**src/rtl/bp_pkg.sv**
```systemverilog
// Shared types and default sizing for the branch-predictor update path.
// The scheduler, its FIFO and the predictor all pull their defaults from here.
package bp_pkg;

    localparam int BP_IDX_BITS  = 7;
    localparam int BP_UPD_DEPTH = 8;

    // One resolved branch outcome as buffered between retirement and the predictor.
    typedef struct packed {
        logic [31:0] pc;
        logic        taken;
        logic [31:0] target;
    } bp_update_t;

    typedef enum logic [1:0] {
        IDLE,
        DRAIN,
        BLOCK
    } bp_upd_state_e;

    // Number of set bits in a two-slot valid vector.
    function automatic logic [1:0] popcount2(input logic [1:0] v);
        return {1'b0, v[0]} + {1'b0, v[1]};
    endfunction

endpackage

```
**src/rtl/bp_update_scheduler_if.sv**
```systemverilog
// Retirement and predictor-update bundle for bp_update_scheduler.
// With BP_UPD_PERF_EN defined the bundle also carries two saturating perf counters.
interface bp_update_scheduler_if #(
    parameter int DEPTH = 8
);
    // Retirement side
    logic [1:0]        ret_valid;
    logic [1:0][31:0]  ret_pc;
    logic [1:0]        ret_taken;
    logic [1:0][31:0]  ret_target;
    logic              ret_ready;

    // Predictor side
    logic              upd_stall;
    logic [1:0]        valid_update;
    logic [1:0][31:0]  PC_update;
    logic [1:0]        direction_update;
    logic [1:0][31:0]  target_update;

    // Status
    logic [$clog2(DEPTH):0] fifo_count;

`ifdef BP_UPD_PERF_EN
    logic [31:0] perf_conflict_cnt;
    logic [31:0] perf_backpressure_cnt;

    modport slave (
        input  ret_valid, ret_pc, ret_taken, ret_target, upd_stall,
        output ret_ready, valid_update, PC_update, direction_update, target_update,
        output fifo_count, perf_conflict_cnt, perf_backpressure_cnt
    );

    modport master (
        output ret_valid, ret_pc, ret_taken, ret_target, upd_stall,
        input  ret_ready, valid_update, PC_update, direction_update, target_update,
        input  fifo_count, perf_conflict_cnt, perf_backpressure_cnt
    );
`else
    modport slave (
        input  ret_valid, ret_pc, ret_taken, ret_target, upd_stall,
        output ret_ready, valid_update, PC_update, direction_update, target_update,
        output fifo_count
    );

    modport master (
        output ret_valid, ret_pc, ret_taken, ret_target, upd_stall,
        input  ret_ready, valid_update, PC_update, direction_update, target_update,
        input  fifo_count
    );
`endif

endinterface

```
**src/rtl/bp_update_fifo.sv**
```systemverilog
// Two-wide push / two-wide pop circular buffer of branch updates.
// Head and head+1 are read combinationally so the scheduler can decide the pair in one cycle.
// The storage array carries no reset; only the pointers and count are cleared.
module bp_update_fifo
    import bp_pkg::*;
#(
    parameter int DEPTH = BP_UPD_DEPTH
) (
    input  logic                   clock,
    input  logic                   reset_n,
    input  logic [1:0]             push_n_i,
    input  bp_update_t             wr0_i,
    input  bp_update_t             wr1_i,
    input  logic [1:0]             pop_n_i,
    output bp_update_t             head0_o,
    output bp_update_t             head1_o,
    output logic [$clog2(DEPTH):0] count_o,
    output logic [$clog2(DEPTH):0] count_next_o
);

    localparam int PW = $clog2(DEPTH);

    bp_update_t      mem_q [DEPTH];
    logic [PW-1:0]   head_q, head_d;
    logic [PW-1:0]   tail_q, tail_d;
    logic [PW:0]     count_q, count_d;
    logic [PW-1:0]   head1_ptr;
    logic [PW-1:0]   tail1_ptr;

    assign head1_ptr = head_q + PW'(1);
    assign tail1_ptr = tail_q + PW'(1);

    // Write up to two already-packed entries at tail and tail+1
    always_ff @(posedge clock) begin
        if (push_n_i != 2'd0) begin
            mem_q[tail_q] <= wr0_i;
        end
        if (push_n_i == 2'd2) begin
            mem_q[tail1_ptr] <= wr1_i;
        end
    end

    // Pointer and occupancy arithmetic; pointers wrap naturally since DEPTH is a power of two
    always_comb begin
        head_d  = head_q + PW'(pop_n_i);
        tail_d  = tail_q + PW'(push_n_i);
        count_d = count_q + (PW+1)'(push_n_i) - (PW+1)'(pop_n_i);
    end

    // Pointer/count state, discarded on reset
    always_ff @(posedge clock or negedge reset_n) begin
        if (!reset_n) begin
            head_q  <= '0;
            tail_q  <= '0;
            count_q <= '0;
        end else begin
            head_q  <= head_d;
            tail_q  <= tail_d;
            count_q <= count_d;
        end
    end

    assign head0_o      = mem_q[head_q];
    assign head1_o      = mem_q[head1_ptr];
    assign count_o      = count_q;
    assign count_next_o = count_d;

endmodule

```
**src/rtl/bp_update_scheduler.sv**
```systemverilog
// Sequences resolved branches from retirement into the predictor's two-wide update port.
// Pairs whose PC index collides on the BHT/selector tables are split across two cycles.
// Optional feature macro: BP_UPD_PERF_EN adds saturating conflict/backpressure counters.
module bp_update_scheduler
    import bp_pkg::*;
#(
    parameter int DEPTH    = BP_UPD_DEPTH,
    parameter int IDX_BITS = BP_IDX_BITS
) (
    input logic                  clock,
    input logic                  reset_n,
    bp_update_scheduler_if.slave bus
);

    localparam int CW = $clog2(DEPTH) + 1;

    bp_upd_state_e   state_q;
    logic [CW-1:0]   count;
    logic [CW-1:0]   count_next;
    logic            ready;
    logic [1:0]      accept;
    logic [1:0]      push_n;
    logic [1:0]      pop_n;
    bp_update_t      slot0, slot1;
    bp_update_t      wr0, wr1;
    bp_update_t      head0, head1;
    logic            issue_en;
    logic            idx_differ;
    logic            have_two;
    logic [1:0]      valid_upd;

    // A full retire group must fit, judged on the registered count only
    assign ready = (count <= CW'(DEPTH - 2));

    assign accept = ready ? bus.ret_valid : 2'b00;
    assign push_n = popcount2(accept);

    assign slot0 = '{pc: bus.ret_pc[0], taken: bus.ret_taken[0], target: bus.ret_target[0]};
    assign slot1 = '{pc: bus.ret_pc[1], taken: bus.ret_taken[1], target: bus.ret_target[1]};

    // Pack valid slots in program order: a lone slot 1 lands in the first write position
    assign wr0 = accept[0] ? slot0 : slot1;
    assign wr1 = slot1;

    bp_update_fifo #(
        .DEPTH (DEPTH)
    ) u_fifo (
        .clock        (clock),
        .reset_n      (reset_n),
        .push_n_i     (push_n),
        .wr0_i        (wr0),
        .wr1_i        (wr1),
        .pop_n_i      (pop_n),
        .head0_o      (head0),
        .head1_o      (head1),
        .count_o      (count),
        .count_next_o (count_next)
    );

    // Issue decision: drain only in DRAIN and only if the predictor is not stalling right now
    assign issue_en   = (state_q == DRAIN) && !bus.upd_stall;
    assign have_two   = (count >= CW'(2));
    assign idx_differ = (head0.pc[IDX_BITS+1:2] != head1.pc[IDX_BITS+1:2]);

    always_comb begin
        valid_upd = 2'b00;
        if (issue_en) begin
            valid_upd = (have_two && idx_differ) ? 2'b11 : 2'b01;
        end
    end

    assign pop_n = popcount2(valid_upd);

    // Controller state follows the post-edge occupancy and the stall seen at that edge
    always_ff @(posedge clock or negedge reset_n) begin
        if (!reset_n) begin
            state_q <= IDLE;
        end else if (count_next == '0) begin
            state_q <= IDLE;
        end else if (bus.upd_stall) begin
            state_q <= BLOCK;
        end else begin
            state_q <= DRAIN;
        end
    end

    assign bus.ret_ready           = ready;
    assign bus.valid_update        = valid_upd;
    assign bus.PC_update[0]        = head0.pc;
    assign bus.PC_update[1]        = head1.pc;
    assign bus.direction_update[0] = head0.taken;
    assign bus.direction_update[1] = head1.taken;
    assign bus.target_update[0]    = head0.target;
    assign bus.target_update[1]    = head1.target;
    assign bus.fifo_count          = count;

`ifdef BP_UPD_PERF_EN
    logic        split;
    logic        bp_event;
    logic [31:0] perf_conflict_q;
    logic [31:0] perf_backpressure_q;

    assign split    = issue_en && have_two && !idx_differ;
    assign bp_event = (bus.ret_valid != 2'b00) && !ready;

    // Saturating count of cycles in which a same-index pair had to be split
    always_ff @(posedge clock or negedge reset_n) begin
        if (!reset_n) begin
            perf_conflict_q <= '0;
        end else if (split && (perf_conflict_q != '1)) begin
            perf_conflict_q <= perf_conflict_q + 32'd1;
        end
    end

    // Saturating count of cycles in which retirement was held off
    always_ff @(posedge clock or negedge reset_n) begin
        if (!reset_n) begin
            perf_backpressure_q <= '0;
        end else if (bp_event && (perf_backpressure_q != '1)) begin
            perf_backpressure_q <= perf_backpressure_q + 32'd1;
        end
    end

    assign bus.perf_conflict_cnt     = perf_conflict_q;
    assign bus.perf_backpressure_cnt = perf_backpressure_q;
`endif

endmodule

```
**src/flat_wrapper.sv**
```systemverilog
// flat-port wrapper written by rule: the top's interface ports become plain ports
module bp_update_scheduler_flat import bp_pkg::*;
#(
    parameter int DEPTH    = BP_UPD_DEPTH,
    parameter int IDX_BITS = BP_IDX_BITS
)
  (clock, reset_n, bus_ret_valid, bus_ret_pc, bus_ret_taken, bus_ret_target, bus_upd_stall, bus_ret_ready, bus_valid_update, bus_PC_update, bus_direction_update, bus_target_update, bus_fifo_count);
  bp_update_scheduler_if #(.DEPTH(DEPTH)) bus_i ();
  input logic clock;
  input logic reset_n;
  input wire logic [$bits(bus_i.ret_valid)-1:0] bus_ret_valid;
  input wire logic [$bits(bus_i.ret_pc)-1:0] bus_ret_pc;
  input wire logic [$bits(bus_i.ret_taken)-1:0] bus_ret_taken;
  input wire logic [$bits(bus_i.ret_target)-1:0] bus_ret_target;
  input wire logic [$bits(bus_i.upd_stall)-1:0] bus_upd_stall;
  output wire logic [$bits(bus_i.ret_ready)-1:0] bus_ret_ready;
  output wire logic [$bits(bus_i.valid_update)-1:0] bus_valid_update;
  output wire logic [$bits(bus_i.PC_update)-1:0] bus_PC_update;
  output wire logic [$bits(bus_i.direction_update)-1:0] bus_direction_update;
  output wire logic [$bits(bus_i.target_update)-1:0] bus_target_update;
  output wire logic [$bits(bus_i.fifo_count)-1:0] bus_fifo_count;
  assign bus_i.ret_valid = bus_ret_valid;
  assign bus_i.ret_pc = bus_ret_pc;
  assign bus_i.ret_taken = bus_ret_taken;
  assign bus_i.ret_target = bus_ret_target;
  assign bus_i.upd_stall = bus_upd_stall;
  assign bus_ret_ready = bus_i.ret_ready;
  assign bus_valid_update = bus_i.valid_update;
  assign bus_PC_update = bus_i.PC_update;
  assign bus_direction_update = bus_i.direction_update;
  assign bus_target_update = bus_i.target_update;
  assign bus_fifo_count = bus_i.fifo_count;
  bp_update_scheduler #(.DEPTH(DEPTH), .IDX_BITS(IDX_BITS)) u_core (.clock(clock), .reset_n(reset_n), .bus(bus_i));
endmodule
```
**config.mk**
```make
export PLATFORM = sky130hd
export DESIGN_NAME = bp_update_scheduler_flat
export DESIGN_NICKNAME = d
export VERILOG_FILES = /design/src/rtl/bp_pkg.sv /design/src/rtl/bp_update_scheduler_if.sv /design/src/rtl/bp_update_fifo.sv /design/src/rtl/bp_update_scheduler.sv /design/src/flat_wrapper.sv
export SDC_FILE = /design/constraint.sdc
export NUM_CORES = 1
export LEC_CHECK = 0
export ABC_AREA = 1
export CORE_MARGIN = 5
export CORE_UTILIZATION = 45
export DETAILED_ROUTE_END_ITERATION = 10
export HOLD_SLACK_MARGIN = 0.15
export PLACE_DENSITY = 0.65
export SLEW_MARGIN = 20
export SYNTH_ARGS = -nofsm -noshare
export SYNTH_HDL_FRONTEND = slang
export SYNTH_SLANG_ARGS = --single-unit
export TNS_END_PERCENT = 50
```
**constraint.sdc**
```tcl
create_clock -name clock -period 20.1 [get_ports clock]
set_input_delay 4.02 -clock clock [delete_from_list [all_inputs] [get_ports clock]]
set_output_delay 4.02 -clock clock [all_outputs]
set_load 0.005 [all_outputs]
```
==> summary.md, run 1 <==
| Metric | Value |
|---|---|
| Fmax | `106 MHz` |
| Port buffer count | `271` |
| Seq pwr share | `26.7%` |
| CTS tree | `built` |
| Total setup buffers inserted after CTS | `0` |
| IO Count | `272` |
| Clock Tree Buf Depth | `3` |
| Via/cell ratio | `5.66` |
| Mapped Avg Cell Area | `8.00 um2` |
| CP Capture Type | `output pin` |
| Die area | `77600 um2` |
| Leak Pwr | `14.8 nW` |
| Drt wl/cell | `20.4 um` |
| Peak supply drop | `0.000155 V` |
| Arrival @ worst endpoint | `5.43 ns` |
| Post-synthesis register bit count | `532` |
| Later-pin clock latency in the skew report | `0.62 ns` |
| Share of total power in the clock network | `16.1%` |
| Combinational Power Share | `57.2%` |
| Main synth FF type | `edfxtp_1` |
| Worst relative slew slack | `7.54%` |
| DRC | `0` |
| Max-cap violations | `0` |
| Slew @ Worst Pin | `1.39 ns` |
| Final TNS setup | `0 ns` |
| Site Rows | `98` |
| Sw power | `2.94 mW` |
| # hold bufs at CTS | `0` |
| Wirelength, routed | `104 mm` |
| DP HPWL | `57.0 mm` |
| Synth Warn # | `0` |
| First-pass iteration count of the detailed router | `6` |
| Routability cong. | `0.759` |
| RR Startpoint | `u_core.u_fifo.head_q[1]` |
| Diodes inserted | `0` |
| Initial antenna violation count | `1` |
| Top-area cell type share of the netlist area | `48.1%` |
| Reg2Reg Setup Slack | `14.42 ns` |
| Total CTS buffers | `58` |
| Outcome | `finished, final reports clean` |
| Core footprint | `71500 um2` |
| P&R area growth vs syn | `14.5%` |
| Int Power | `3.59 mW` |
| Top cells by area, synth | `edfxtp_1, o21ai_0, nand2_1` |
| Setup violations, final | `0` |
| Startpoint type of the worst setup path | `input pin` |
| Hold Path Class | `flop to flop` |
| Mapped cell area | `32500 um2` |
| Seq. cell area | `15900 um2` |
| Antenna viol nets, final | `0` |
| Sequential-to-total area share from yosys stat | `49.0%` |
| Pwr dens | `176 nW/um2` |
| Hold Vio Cnt, Final | `0` |
| Async S/R FF share, synth | `2.26%` |
| Gr ovfl total | `0` |
| Post_cts resized | `0` |
| Tmin final | `9.45 ns` |
| Starting Density | `45.4%` |
| Clock Skew | `0.00997 ns` |
| Synth cell types | `27` |
| Post-synth EDFFs | `520` |
| H-tree level count | `2` |
| Clock-pin slew on the worst setup and hold paths | `0.06 ns` |
| Fillers | `6601` |
| First-iteration detailed-routing DRC count | `2933` |
| Die width | `279 um` |
| Largest net degree at the start of global routing | `302` |
| Commonest cells post-synth | `nand2_1, o21ai_0, edfxtp_1, inv_1, a21oi_1` |
| Number of global-route vias before repair | `27100` |
| Req. time, crit path | `16.08 ns` |
| First-pass GRT wire length | `158 mm` |
| Crit path max fanout | `3` |
| Most common cell in the synthesized netlist | `nand2_1` |
| Die height | `279 um` |
| Fraction of layout cells with a size suffix above 1 | `4.80%` |
| Cell accounting for the most synthesized area | `edfxtp_1` |
| Global Route Usage Sum | `25.8%` |
| Layout Utilization | `52.0%` |
| R2R Path End | `u_core.state_q[1]` |
| Worst Setup EP | `bus_valid_update[1]` |
| Setup crit start | `bus_upd_stall` |
| # nets final | `4246` |
| Post-Syn Instances | `4056` |
| Vias | `28900` |
| Clock Tree Root | `clkbuf_16` |
| Final Max Slew Viols | `0` |
| RSZ-0062 raised after global routing | `false` |
| Period Utilization, post-route | `47.0%` |
| Multi-input gate area | `13900 um2` |
| CTS sink cnt | `532` |
| Worst Setup Path Type | `input pin to output pin` |
| R2r worst-path depth | `23` |
| Sw Share | `45.0%` |
| Syn nets | `4207` |
-- placed cells by master (no fill, tap or decap), drive strengths merged --
master	n
nor2	246
fa	4
dfrtp	12
clkinv	24
o21ai	1066
a21oi	295
or2	1
xnor2	5
ha	12
nand2	990
inv	321
bufinv	4
xor2	2
nand3	76
buf	37
edfxtp	520
o211ai	60
clkdlybuf4s50	271
a31oi	116
clkbuf	83
-- kinds of logic after synthesis --
family                   Yosys count  synth area share, %
AO/OA/AOI/OAI                   1537                 26.0
AND/OR/NAND/NOR                 1313                 15.5
buffers and inverters            651                 8.50
flip-flops                       532                 49.0
adder cells (fa/ha/maj)           16                0.709
XOR/XNOR                           7                0.247
-- metal layers --
| metal | global-route usage [%] | vias up | wire length, um |
|---|---|---|---|
| li1 | - | 14000 | - |
| met1 | 34.2 | 13500 | 43400 |
| met2 | 44.0 | 1136 | 49600 |
| met3 | 3.50 | 215 | 7920 |
| met4 | 8.39 | 2 | 3150 |
| met5 | 0 | - | 13 |
-- cell type report --
type | instances | share of cell area, %
clock buffers | 83 | 4.33
clock inverters | 27 | 0.579
inverters | 322 | 3.31
multi-input cells | 2873 | 37.5
flip-flops and latches | 532 | 42.9
well taps | 950 | 3.20
repair buffers | 308 | 8.20
-- per-stage QoR --
step	setup WS (ns)	cell area (um2)	hold slack (ns)	power [mW]	instances
floorplan	10.36	32500	0.522	3.96	4056
global placement	10.61	35300	0.554	5.42	4984
detailed placement	10.66	35300	0.550	5.47	4984
CTS	10.66	37100	0.559	6.53	5094
global route	10.54	37200	0.591	6.99	5095
finish	10.65	37200	0.572	6.53	5095
-- how the worst min path moves through the flow --
stage | startpoint | to | depth (start not counted)
2_1_floorplan | u_core.u_fifo.tail_q[2] | u_core.u_fifo.tail_q[2] | 1
4_1_cts | u_core.u_fifo.tail_q[2] | u_core.u_fifo.tail_q[2] | 1
3_3_place_gp | u_core.u_fifo.tail_q[2] | u_core.u_fifo.tail_q[2] | 1
3_5_place_dp | u_core.u_fifo.tail_q[2] | u_core.u_fifo.tail_q[2] | 1
6_report | u_core.u_fifo.tail_q[2] | u_core.u_fifo.tail_q[2] | 1
5_1_grt | u_core.u_fifo.tail_q[2] | u_core.u_fifo.tail_q[2] | 1
-- worst max-delay path, cell delays in order --
cell and delay (ns):
clkdlybuf4s50_1 0.45, nor2_1 0.11, nand2_1 0.07, inv_1 0.09, nand3_2 0.11, inv_1 0.07, clkdlybuf4s50_1 0.49
-- sequential cells by signal (all words and copies together) (netlist names) --
signal / count
u_core.u_fifo.tail_q: 3
u_core.u_fifo.mem_q: 520
u_core.u_fifo.head_q: 3
u_core.state_q: 2
u_core.u_fifo.count_o: 4
-- power groups by stage --
stage | clock network, mW | logic (mW) | registers [mW]
final | 1.05 | 3.73 | 1.74
after global routing | 1.10 | 4.12 | 1.77
after CTS | 1.06 | 3.73 | 1.74
after detailed placement | 0 | 3.71 | 1.76
after global placement | 0 | 3.66 | 1.75
after floorplan | 0 | 2.22 | 1.73
Power figures use the tool's default switching activity.
==> run 2: changes to the inputs <==
--- a/config.mk
+++ b/config.mk
@@ -10,7 +10,7 @@
 export CORE_UTILIZATION = 45
 export DETAILED_ROUTE_END_ITERATION = 10
 export HOLD_SLACK_MARGIN = 0.15
-export PLACE_DENSITY = 0.65
+export PLACE_DENSITY = 0.68
 export SLEW_MARGIN = 20
 export SYNTH_ARGS = -nofsm -noshare
 export SYNTH_HDL_FRONTEND = slang
==> constraint.sdc (replaced) <==
create_clock -name clock -period 7.8 [get_ports clock]
set_input_delay 1.56 -clock clock [delete_from_list [all_inputs] [get_ports clock]]
set_output_delay 1.56 -clock clock [all_outputs]
set_load 0.005 [all_outputs]
==> summary.md, run 2 (synthesis gave the netlist of run 1 again) <==
| Metric | Value |
|---|---|
| Antenna viol nets, final | `0 (unchanged)` |
| Fillers | `6499 (was 6601)` |
| RSZ-0062 raised after global routing | `false (unchanged)` |
| DRC | `0 (unchanged)` |
| Worst Setup Path Type | `flop to output pin (was input pin to output pin)` |
| Startpoint type of the worst setup path | `flop (was input pin)` |
| Die area | `77600 um2 (unchanged)` |
| Die width | `279 um (unchanged)` |
| Setup violations, final | `0 (unchanged)` |
| Crit path max fanout | `208 (was 3)` |
| First-pass iteration count of the detailed router | `6 (unchanged)` |
| # hold bufs at CTS | `0 (unchanged)` |
| Drt wl/cell | `20.3 um (was 20.4 um)` |
| Core footprint | `71500 um2 (unchanged)` |
| Initial antenna violation count | `2 (was 1)` |
| Arrival @ worst endpoint | `4.83 ns (was 5.43 ns)` |
| H-tree level count | `2 (unchanged)` |
| Hold Path Class | `flop to flop (unchanged)` |
| Largest net degree at the start of global routing | `268 (was 302)` |
| Clock Tree Buf Depth | `3 (unchanged)` |
| Period Utilization, post-route | `82.0%` |
| Fraction of layout cells with a size suffix above 1 | `5.02% (was 4.80%)` |
| Port buffer count | `271 (unchanged)` |
| Later-pin clock latency in the skew report | `0.63 ns (was 0.62 ns)` |
| Slew @ Worst Pin | `1.29 ns (was 1.39 ns)` |
| Most common cell after layout, fill and taps aside | `nand2_1 (unchanged)` |
| DP HPWL | `59.2 mm (was 57.0 mm)` |
| Final TNS setup | `0 ns (unchanged)` |
| CTS sink cnt | `532 (unchanged)` |
| Post_cts resized | `0 (unchanged)` |
| IO Count | `272 (unchanged)` |
| First-pass GRT wire length | `157 mm (was 158 mm)` |
| Peak supply drop | `0.000595 V (was 0.000155 V)` |
| Total CTS buffers | `57 (was 58)` |
| Wirelength, routed | `103 mm (was 104 mm)` |
| Most frequent cells in the layout | `nand2_1, o21ai_0, edfxtp_1 (unchanged)` |
| Diodes inserted | `0 (unchanged)` |
| RR Startpoint | `u_core.u_fifo.head_q[0] (was u_core.u_fifo.head_q[1])` |
| Die height | `279 um (unchanged)` |
| Starting Density | `45.4% (unchanged)` |
| Routability cong. | `0.823 (was 0.759)` |
| Setup crit start | `u_core.u_fifo.head_q[0] (was bus_upd_stall)` |
| Clock Skew | `0.0201 ns (was 0.00997 ns)` |
| Tmin final | `6.39 ns` |
| CP Capture Type | `output pin (unchanged)` |
| Max reg flops | `520 (unchanged)` |
| Tot Pwr | `16.8 mW (was 6.53 mW)` |
| Leak Pwr | `14.8 nW (about the same)` |
| Hold_sp | `u_core.u_fifo.tail_q[2] (unchanged)` |
| Top reg by flops | `u_core.u_fifo.mem_q (unchanged)` |
| Hold Vio Cnt, Final | `0 (unchanged)` |
| P&R area growth vs syn | `14.7% (was 14.5%)` |
| Number of global-route vias before repair | `27500 (was 27100)` |
| Req. time, crit path | `6.24 ns (was 16.08 ns)` |
| # nets final | `4250 (was 4246)` |
| Worst relative slew slack | `13.8% (was 7.54%)` |
| Pwr dens | `452 nW/um2 (was 176 nW/um2)` |
| Outcome | `finished, final reports clean (unchanged)` |
| Via/cell ratio | `5.70 (was 5.66)` |
| Gr ovfl total | `0 (unchanged)` |
| Fmax | `156 MHz` |
| Clock Tree Root | `clkbuf_16 (unchanged)` |
| Vias | `29100 (was 28900)` |
| Global Route Usage Sum | `25.5% (was 25.8%)` |
| Final Max Slew Viols | `0 (unchanged)` |
| Site Rows | `98 (unchanged)` |
| Total setup buffers inserted after CTS | `0 (unchanged)` |
| Clock-pin slew on the worst setup and hold paths | `0.06 ns (about the same)` |
| First-iteration detailed-routing DRC count | `2850 (was 2933)` |
| Max-cap violations | `0 (unchanged)` |
| CTS tree | `built (unchanged)` |
==> run 2: worst paths after layout <==
check / slack [ns] / to / cells after the start
hold reg to reg: 0.59 / u_core.u_fifo.tail_q[2] / 1
setup / recovery: 1.41 / bus_target_update[10] / 6
min in group asynchronous: 1.40 / u_core.u_fifo.count_o[0] / 1
setup reg to reg: 2.75 / u_core.state_q[0] / 21
max in group asynchronous: 5.82 / u_core.u_fifo.head_q[2] / 1
hold / removal: 0.59 / u_core.u_fifo.tail_q[2] / 1
==> run 2: final cells by class <==
class	count	area [um2]	area share [%]
multi-input cells	2873	13900	37.5
clock inverters	25	221	0.595
well taps	950	1190	3.19
inverters	322	1230	3.31
flip-flops and latches	532	15900	42.8
repair buffers	313	3130	8.41
clock buffers	78	1570	4.21
==> run 2: worst max-delay path, cell delays in order (launching register included) <==
cell             delay [ns]
dfrtp_4                1.00
clkinv_8               0.79
buf_12                 0.50
a21oi_1                0.30
o21ai_0                0.12
a31oi_1                0.46
clkdlybuf4s50_1        0.60
==> run 2: stage by stage <==
stage	cell area (um2)	cells	setup slack, ns	hold WS (ns)	util [%]
after floorplan	32500	4056	0.521	0.522	-
after global placement	35400	4989	2.28	0.557	49.5
after detailed placement	35400	4990	2.22	0.553	49.5
after CTS	37200	5093	1.72	0.572	52.0
after global routing	37200	5093	1.26	0.605	52.1
final	37200	5093	1.41	0.591	52.1
==> run 2: where the power goes <==
group	switching, mW	internal [mW]
Sequential	0.349	4.15
Combinational	6.09	3.57
Clock	1.14	1.53
Total	7.57	9.24
==> run 2: routing by layer <==
layer | GRT usage (%) | wire (um) | part of all wire, % | up-vias
met5 | 0 | 9 | 0.0087 | -
met4 | 8.34 | 3160 | 3.1 | 2
met3 | 4.10 | 8580 | 8.3 | 223
met2 | 44.4 | 50500 | 49 | 1257
met1 | 32.5 | 41100 | 40 | 13500
li1 | - | - | - | 14000
